### config.mk
export PLATFORM = sky130hd
export DESIGN_NAME = multicycle_control_fsm
export DESIGN_NICKNAME = d
export VERILOG_FILES = /design/src/rtl/multicycle_control_fsm.sv
export SDC_FILE = /design/constraint.sdc
export NUM_CORES = 1
export LEC_CHECK = 0
export ABC_CLOCK_PERIOD_IN_PS = 2400
export BUFFER_PORTS_ARGS = -buffer_cell sky130_fd_sc_hd__buf_4
export CORE_ASPECT_RATIO = 0.75
export CORE_MARGIN = 1.5
export CORE_UTILIZATION = 30
export DETAILED_ROUTE_END_ITERATION = 16
export GPL_TIMING_DRIVEN = 0
export REMOVE_ABC_BUFFERS = 1
export SYNTH_ARGS = -nofsm -noshare
export SYNTH_HDL_FRONTEND = slang
export SYNTH_SLANG_ARGS = --single-unit
### constraint.sdc
create_clock -name i_clk -period 2.4 [get_ports i_clk]
set_clock_uncertainty 0.2 [all_clocks]
set_input_delay 0.24 -clock i_clk [delete_from_list [all_inputs] [get_ports i_clk]]
set_output_delay 0.24 -clock i_clk [all_outputs]
set_load 0.02 [all_outputs]
### src/rtl/multicycle_control_fsm.sv
// Control sequencer for a multicycle RISC-V style datapath: walks one instruction through
// fetch/decode/execute/memory/write-back states, stalling on the memory valid/ready handshake.
module multicycle_control_fsm #(
   parameter int OP_CODE_WIDTH = 7,
   parameter int FUNCT3_WIDTH  = 3,
   parameter int FUNCT7_WIDTH  = 7,
   parameter int STATE_WIDTH   = 4
) (
   input  logic                     i_clk,
   input  logic                     i_reset,
   input  logic [OP_CODE_WIDTH-1:0] i_op_code,
   input  logic [FUNCT3_WIDTH-1:0]  i_funct3,
   input  logic [FUNCT7_WIDTH-1:0]  i_funct7,
   input  logic                     i_alu_zero_flag,
   input  logic                     i_mem_ready,
   output logic                     o_mem_req,
   output logic                     o_mem_we,
   output logic                     o_addr_sel,
   output logic                     o_ir_wr_en,
   output logic                     o_pc_wr_en,
   output logic                     o_pc_src,
   output logic [1:0]               o_alu_src_a,
   output logic [1:0]               o_alu_src_b,
   output logic [FUNCT3_WIDTH-1:0]  o_alu_op,
   output logic                     o_alu_sub,
   output logic [1:0]               o_imm_sel,
   output logic                     o_reg_file_wr_en,
   output logic [1:0]               o_wb_result_sel,
   output logic                     o_illegal_instr,
   output logic [STATE_WIDTH-1:0]   o_state
);

   localparam logic [OP_CODE_WIDTH-1:0] OP_LOAD   = 7'b0000011;
   localparam logic [OP_CODE_WIDTH-1:0] OP_STORE  = 7'b0100011;
   localparam logic [OP_CODE_WIDTH-1:0] OP_R_TYPE = 7'b0110011;
   localparam logic [OP_CODE_WIDTH-1:0] OP_INT_IMM = 7'b0010011;
   localparam logic [OP_CODE_WIDTH-1:0] OP_BRANCH = 7'b1100011;
   localparam logic [OP_CODE_WIDTH-1:0] OP_JAL    = 7'b1101111;
   localparam logic [OP_CODE_WIDTH-1:0] OP_JALR   = 7'b1100111;

   typedef enum logic [STATE_WIDTH-1:0] {
      ST_IDLE      = 4'd0,
      ST_FETCH     = 4'd1,
      ST_DECODE    = 4'd2,
      ST_MEM_ADDR  = 4'd3,
      ST_MEM_READ  = 4'd4,
      ST_MEM_WB    = 4'd5,
      ST_MEM_WRITE = 4'd6,
      ST_EXEC_R    = 4'd7,
      ST_EXEC_I    = 4'd8,
      ST_ALU_WB    = 4'd9,
      ST_BRANCH    = 4'd10,
      ST_JAL       = 4'd11,
      ST_JALR_EXEC = 4'd12,
      ST_JALR_WB   = 4'd13,
      ST_TRAP      = 4'd14
   } state_t;

   // Controls that depend only on the state; kept in flops alongside the state register.
   typedef struct packed {
      logic       mem_req;
      logic       mem_we;
      logic       addr_sel;
      logic       pc_src;
      logic       pc_wr;
      logic [1:0] src_a;
      logic [1:0] src_b;
      logic       rf_we;
      logic [1:0] wb_sel;
      logic       illegal;
   } ctrl_t;

   localparam ctrl_t CTRL_NONE = {$bits(ctrl_t){1'b0}};

   state_t state_r;
   state_t next_state_s;
   ctrl_t  ctrl_r;
   logic [1:0]              imm_sel_s;
   logic [FUNCT3_WIDTH-1:0] alu_op_s;
   logic                    alu_sub_s;
   logic                    branch_taken_s;
   logic                    fetch_done_s;
   logic                    unused_funct7_s;

   function automatic ctrl_t ctrl_for(input state_t s);
      ctrl_t c;
      c = CTRL_NONE;
      case (s)
         ST_FETCH: begin
            c.mem_req = 1'b1;
            c.src_b   = 2'b10;
         end
         ST_DECODE: begin
            c.src_a = 2'b01;
            c.src_b = 2'b01;
         end
         ST_MEM_ADDR, ST_EXEC_I, ST_JALR_EXEC: begin
            c.src_a = 2'b10;
            c.src_b = 2'b01;
         end
         ST_MEM_READ: begin
            c.mem_req  = 1'b1;
            c.addr_sel = 1'b1;
         end
         ST_MEM_WB: begin
            c.rf_we  = 1'b1;
            c.wb_sel = 2'b00;
         end
         ST_MEM_WRITE: begin
            c.mem_req  = 1'b1;
            c.mem_we   = 1'b1;
            c.addr_sel = 1'b1;
         end
         ST_EXEC_R: begin
            c.src_a = 2'b10;
            c.src_b = 2'b00;
         end
         ST_ALU_WB: begin
            c.rf_we  = 1'b1;
            c.wb_sel = 2'b01;
         end
         ST_BRANCH: begin
            c.src_a  = 2'b10;
            c.src_b  = 2'b00;
            c.pc_src = 1'b1;
         end
         // rd receives the already-incremented PC on the same edge the PC takes the target
         ST_JAL, ST_JALR_WB: begin
            c.pc_src = 1'b1;
            c.pc_wr  = 1'b1;
            c.rf_we  = 1'b1;
            c.wb_sel = 2'b10;
         end
         ST_TRAP: begin
            c.illegal = 1'b1;
         end
         default: begin
            c = CTRL_NONE;
         end
      endcase
      return c;
   endfunction

   // Next-state selection from the current state, the instruction fields and the memory handshake.
   always_comb begin
      next_state_s = state_r;
      case (state_r)
         ST_IDLE:  next_state_s = ST_FETCH;
         ST_FETCH: next_state_s = i_mem_ready ? ST_DECODE : ST_FETCH;
         ST_DECODE: begin
            case (i_op_code)
               OP_LOAD, OP_STORE: next_state_s = ST_MEM_ADDR;
               OP_R_TYPE:         next_state_s = ST_EXEC_R;
               OP_INT_IMM:        next_state_s = ST_EXEC_I;
               OP_BRANCH:         next_state_s = ST_BRANCH;
               OP_JAL:            next_state_s = ST_JAL;
               OP_JALR:           next_state_s = ST_JALR_EXEC;
               default:           next_state_s = ST_TRAP;
            endcase
         end
         ST_MEM_ADDR: begin
            if (i_funct3 != 3'b010) begin
               next_state_s = ST_TRAP;
            end else if (i_op_code == OP_STORE) begin
               next_state_s = ST_MEM_WRITE;
            end else begin
               next_state_s = ST_MEM_READ;
            end
         end
         ST_MEM_READ:  next_state_s = i_mem_ready ? ST_MEM_WB : ST_MEM_READ;
         ST_MEM_WB:    next_state_s = ST_FETCH;
         ST_MEM_WRITE: next_state_s = i_mem_ready ? ST_FETCH : ST_MEM_WRITE;
         ST_EXEC_R:    next_state_s = ST_ALU_WB;
         ST_EXEC_I:    next_state_s = ST_ALU_WB;
         ST_ALU_WB:    next_state_s = ST_FETCH;
         ST_BRANCH: begin
            if ((i_funct3 == 3'b000) || (i_funct3 == 3'b001)) begin
               next_state_s = ST_FETCH;
            end else begin
               next_state_s = ST_TRAP;
            end
         end
         ST_JAL:       next_state_s = ST_FETCH;
         ST_JALR_EXEC: next_state_s = ST_JALR_WB;
         ST_JALR_WB:   next_state_s = ST_FETCH;
         ST_TRAP:      next_state_s = ST_TRAP;
         default:      next_state_s = ST_TRAP;
      endcase
   end

   // Field-qualified controls: these follow the instruction register and the zero flag directly,
   // since the IR is only loaded on the fetch-completing edge.
   always_comb begin
      imm_sel_s      = 2'b00;
      alu_op_s       = 3'b000;
      alu_sub_s      = 1'b0;
      branch_taken_s = 1'b0;
      case (state_r)
         ST_DECODE: begin
            case (i_op_code)
               OP_JAL:    imm_sel_s = 2'b11;
               OP_STORE:  imm_sel_s = 2'b01;
               OP_BRANCH: imm_sel_s = 2'b10;
               default:   imm_sel_s = 2'b00;
            endcase
         end
         ST_MEM_ADDR: begin
            imm_sel_s = (i_op_code == OP_STORE) ? 2'b01 : 2'b00;
         end
         ST_EXEC_R: begin
            alu_op_s  = i_funct3;
            alu_sub_s = ((i_funct3 == 3'b000) || (i_funct3 == 3'b101)) && i_funct7[5];
         end
         ST_EXEC_I: begin
            alu_op_s  = i_funct3;
            alu_sub_s = (i_funct3 == 3'b101) && i_funct7[5];
         end
         ST_BRANCH: begin
            alu_sub_s      = 1'b1;
            branch_taken_s = ((i_funct3 == 3'b000) &&  i_alu_zero_flag) ||
                             ((i_funct3 == 3'b001) && !i_alu_zero_flag);
         end
         default: begin
            alu_sub_s = 1'b0;
         end
      endcase
   end

   // State register plus the state-only controls for the state being entered.
   always_ff @(posedge i_clk or posedge i_reset) begin
      if (i_reset) begin
         state_r <= ST_IDLE;
         ctrl_r  <= CTRL_NONE;
      end else begin
         state_r <= next_state_s;
         ctrl_r  <= ctrl_for(next_state_s);
      end
   end

   assign fetch_done_s    = (state_r == ST_FETCH) && i_mem_ready;
   assign unused_funct7_s = ^{i_funct7[FUNCT7_WIDTH-1:6], i_funct7[4:0]};

   assign o_mem_req        = ctrl_r.mem_req;
   assign o_mem_we         = ctrl_r.mem_we;
   assign o_addr_sel       = ctrl_r.addr_sel;
   assign o_ir_wr_en       = fetch_done_s;
   assign o_pc_wr_en       = ctrl_r.pc_wr | fetch_done_s | branch_taken_s;
   assign o_pc_src         = ctrl_r.pc_src;
   assign o_alu_src_a      = ctrl_r.src_a;
   assign o_alu_src_b      = ctrl_r.src_b;
   assign o_alu_op         = alu_op_s;
   assign o_alu_sub        = alu_sub_s;
   assign o_imm_sel        = imm_sel_s;
   assign o_reg_file_wr_en = ctrl_r.rf_we;
   assign o_wb_result_sel  = ctrl_r.wb_sel;
   assign o_illegal_instr  = ctrl_r.illegal;
   assign o_state          = state_r;

endmodule
==> impl_metrics.env <==
export IMPL_ys_types=45
export IMPL_layout_nets=175
export IMPL_yosysSeqAreaShare_pct=37.3
export IMPL_ff_latch_area_um2=405
export IMPL_antenna_found_initial=0
export IMPL_drt_iter0_markers=56
export IMPL_post_place_cells=188
export IMPL_vias_per_cell=5.28
export IMPL_crit_path_end_kind="flop"
export IMPL_nFillCells=335
export IMPL_multiInputGateArea_um2=631
export IMPL_layout_commonest_cell="buf_4"
export IMPL_cts_root_buf="clkbuf_8"
export IMPL_p_sw_uw=668
export IMPL_drc_errors=0
export IMPL_p_sw_share_pct=43.2
export IMPL_finalSetupViolations=0
export IMPL_die_w_um=72.0
export IMPL_pwr_share_seq_pct=31.2
export IMPL_io_pins=45
export IMPL_layout_cells_non_filler=193
export IMPL_rows=18
export IMPL_tightest_slew_ns=0.592
export IMPL_numCtsBuffers=3
export IMPL_power_leakage_uw=0.000687
export IMPL_grt_pass1_wl_mm=4.29
export IMPL_combPwrFrac_pct=53.6
export IMPL_status="finished clean"
export IMPL_gp_congestion=0.841
export IMPL_crit_fanout=13
export IMPL_synthToLayoutAreaGrowth_pct=35.7
export IMPL_synth_async_reset_ratio_pct=100
export IMPL_start_util_pct=32.0
export IMPL_p_per_area_nw_per_um2=1060
export IMPL_cp_arrival_ns=2.22
export IMPL_start_kind="flop"
export IMPL_fin_crit_sh_pct=94.1
export IMPL_core_area_um2=3360
export IMPL_n_antenna_cell=0
export IMPL_finalMaxSlewViolations=0
export IMPL_chipHeight_um=54.8
export IMPL_netlist_area_um2=1070
export IMPL_dieArea_um2=3950
export IMPL_cts_sinks=16
export IMPL_max_slew_margin_rel_pct=60.5
export IMPL_ant_nets=0
export IMPL_ys_warn_count=0
export IMPL_clkSlewWorstSetupHoldPaths_ns=0.06
export IMPL_dr_total_vias=1020
export IMPL_gr_total_overflow=0
export IMPL_grtUsageTotal_pct=14.0
export IMPL_io_buffers=38
export IMPL_hp_class="in -> reg"
export IMPL_grt_max_degree=17
export IMPL_hold_viol_final=0
export IMPL_rsz0062_at_grt="false"
export IMPL_max_vdd_ir_drop_v=0.000373
export IMPL_drv_cap=0
export IMPL_dpl_hpwl_mm=2.08
export IMPL_drt_pass1_iter_count=4
export IMPL_p_int_uw=878
export IMPL_critPathKind="reg -> reg"
export IMPL_post_cts_repair_setup_buffers=0
export IMPL_synth_edf_count=0
export IMPL_wl_mm=2.65
export IMPL_cts_tree="done"
export IMPL_clkLatencyLatePin_ns=0.25
export IMPL_max_freq_ghz=0.443
export IMPL_syn_inst=115
export IMPL_pwr_share_clk_pct=15.2
export IMPL_fin_tns_setup_ns=0
export IMPL_grt_pass1_vias=935
export IMPL_yosys_most_used_dff="dfrtp_1"
export IMPL_wl_per_cell_um=13.7
export IMPL_clock_path_buffers=2
export IMPL_syn_area_per_cell_um2=9.32
export IMPL_min_period_ns=2.26
export IMPL_required_ns=2.36
export IMPL_layout_common_cells="buf_4 (38), dfrtp_1 (12), nor2_1 (7), and2_1 (7), nand2_1 (7)"
export IMPL_h_tree_depth=1
export IMPL_synth_ff_latch_count=16
export IMPL_layout_drive_gt1_share_pct=35.9
## metal layers
layer	global-route usage [%]	vias up	part of all wire [%]	routed length (µm)
met5	0	-	0	0
met4	1.89	0	0.42	11
met3	4.60	2	7.0	186
met2	24.1	30	46	1220
met1	17.8	486	47	1240
li1	-	502	-	-
## sequential cells by signal, summed over array words and instances (netlist names)
signal / flops
ctrl_r: 1
o_addr_sel: 1
o_alu_src_a: 2
o_alu_src_b: 2
o_illegal_instr: 1
o_mem_req: 1
o_mem_we: 1
o_pc_src: 1
o_reg_file_wr_en: 1
o_state: 4
o_wb_result_sel: 1
## critical path, cell delays in order (launching register included)
cell	delay [ns]
dfrtp_2	0.49
or4b_4	0.60
a2111oi_4	0.32
a311o_2	0.22
o211ai_2	0.13
nor3b_1	0.21
## logic make-up (layout without fill, tap and decap cells)
kind of cell,count (synthesis),count (layout),synth area share (%)
xor gates and xnor gates,3,3,2.45
buffers and inverters,10,48,3.85
AOI/OAI and AO/OA,33,33,25.2
and+or+nand+nor,53,53,31.2
DFF,16,16,37.3
## layout make-up
type                            instances  share of cell area [%]
Inverter                                5                    1.29
Multi-Input combinational cell         89                    43.3
Sequential cell                        16                    27.9
Clock buffer                            4                    3.78
Timing Repair Buffer                   39                    20.3
Tap cell                               40                    3.44
## cell usage after synthesis (3+ instances only)
| library cell | instances | area [µm²] |
|---|---|---|
| dfrtp_1 | 16 | 400 |
| and2_1 | 7 | 43.8 |
| nand2_1 | 7 | 26.3 |
| nor2_1 | 7 | 26.3 |
| o21ai_0 | 6 | 30.0 |
| inv_1 | 5 | 18.8 |
| nand2b_1 | 5 | 31.3 |
| nor2b_1 | 4 | 25.0 |
| a21oi_1 | 3 | 15.0 |
| buf_2 | 3 | 15.0 |
| nand3_1 | 3 | 15.0 |
| or3_1 | 3 | 18.8 |
| xnor2_1 | 3 | 26.3 |
## path summary, 6_finish.rpt
path,start,end,slack [ns],depth (start not counted)
setup / recovery,o_state[0]$_DFF_PP0_,o_mem_we$_DFF_PP0_,0.14,5
hold / removal,i_op_code[6],o_pc_src$_DFF_PP0_,0.23,3
setup reg to reg,o_state[0]$_DFF_PP0_,o_mem_we$_DFF_PP0_,0.14,5
hold reg to reg,o_state[2]$_DFF_PP0_,o_wb_result_sel[0]$_DFF_PP0_,0.51,1
max in group asynchronous,i_reset,o_state[3]$_DFF_PP0_,1.16,3
min in group asynchronous,i_reset,o_mem_we$_DFF_PP0_,0.41,3
## through the flow
stage               util [%]  power, µW  hold WS (ns)  instance area [µm²]  setup WS, ns
floorplan                  -        991       -0.0463                 1050         0.197
finish                  43.4       1550         0.230                 1460         0.141
global route            43.4       1660         0.257                 1460        0.0264
detailed placement      41.3       1310         0.144                 1390        0.0499
CTS                     43.2       1550         0.222                 1450        0.0865
global placement        41.3       1300         0.128                 1390        0.0756
## power by group through the flow
stage | Combinational, µW | Sequential [µW] | Clock [µW]
after floorplan | 426 | 565 | 0
after global placement | 821 | 475 | 0
after detailed placement | 834 | 479 | 0
after CTS | 838 | 474 | 241
after global routing | 909 | 497 | 253
final | 828 | 482 | 235
## what timing repair did
item,in CTS,in global routing
resized for setup,0,4
endpoints found under the setup margin,0,4
hold buffers,1,0
endpoints found under the hold margin,16,0
Power figures use the tool's default switching activity.
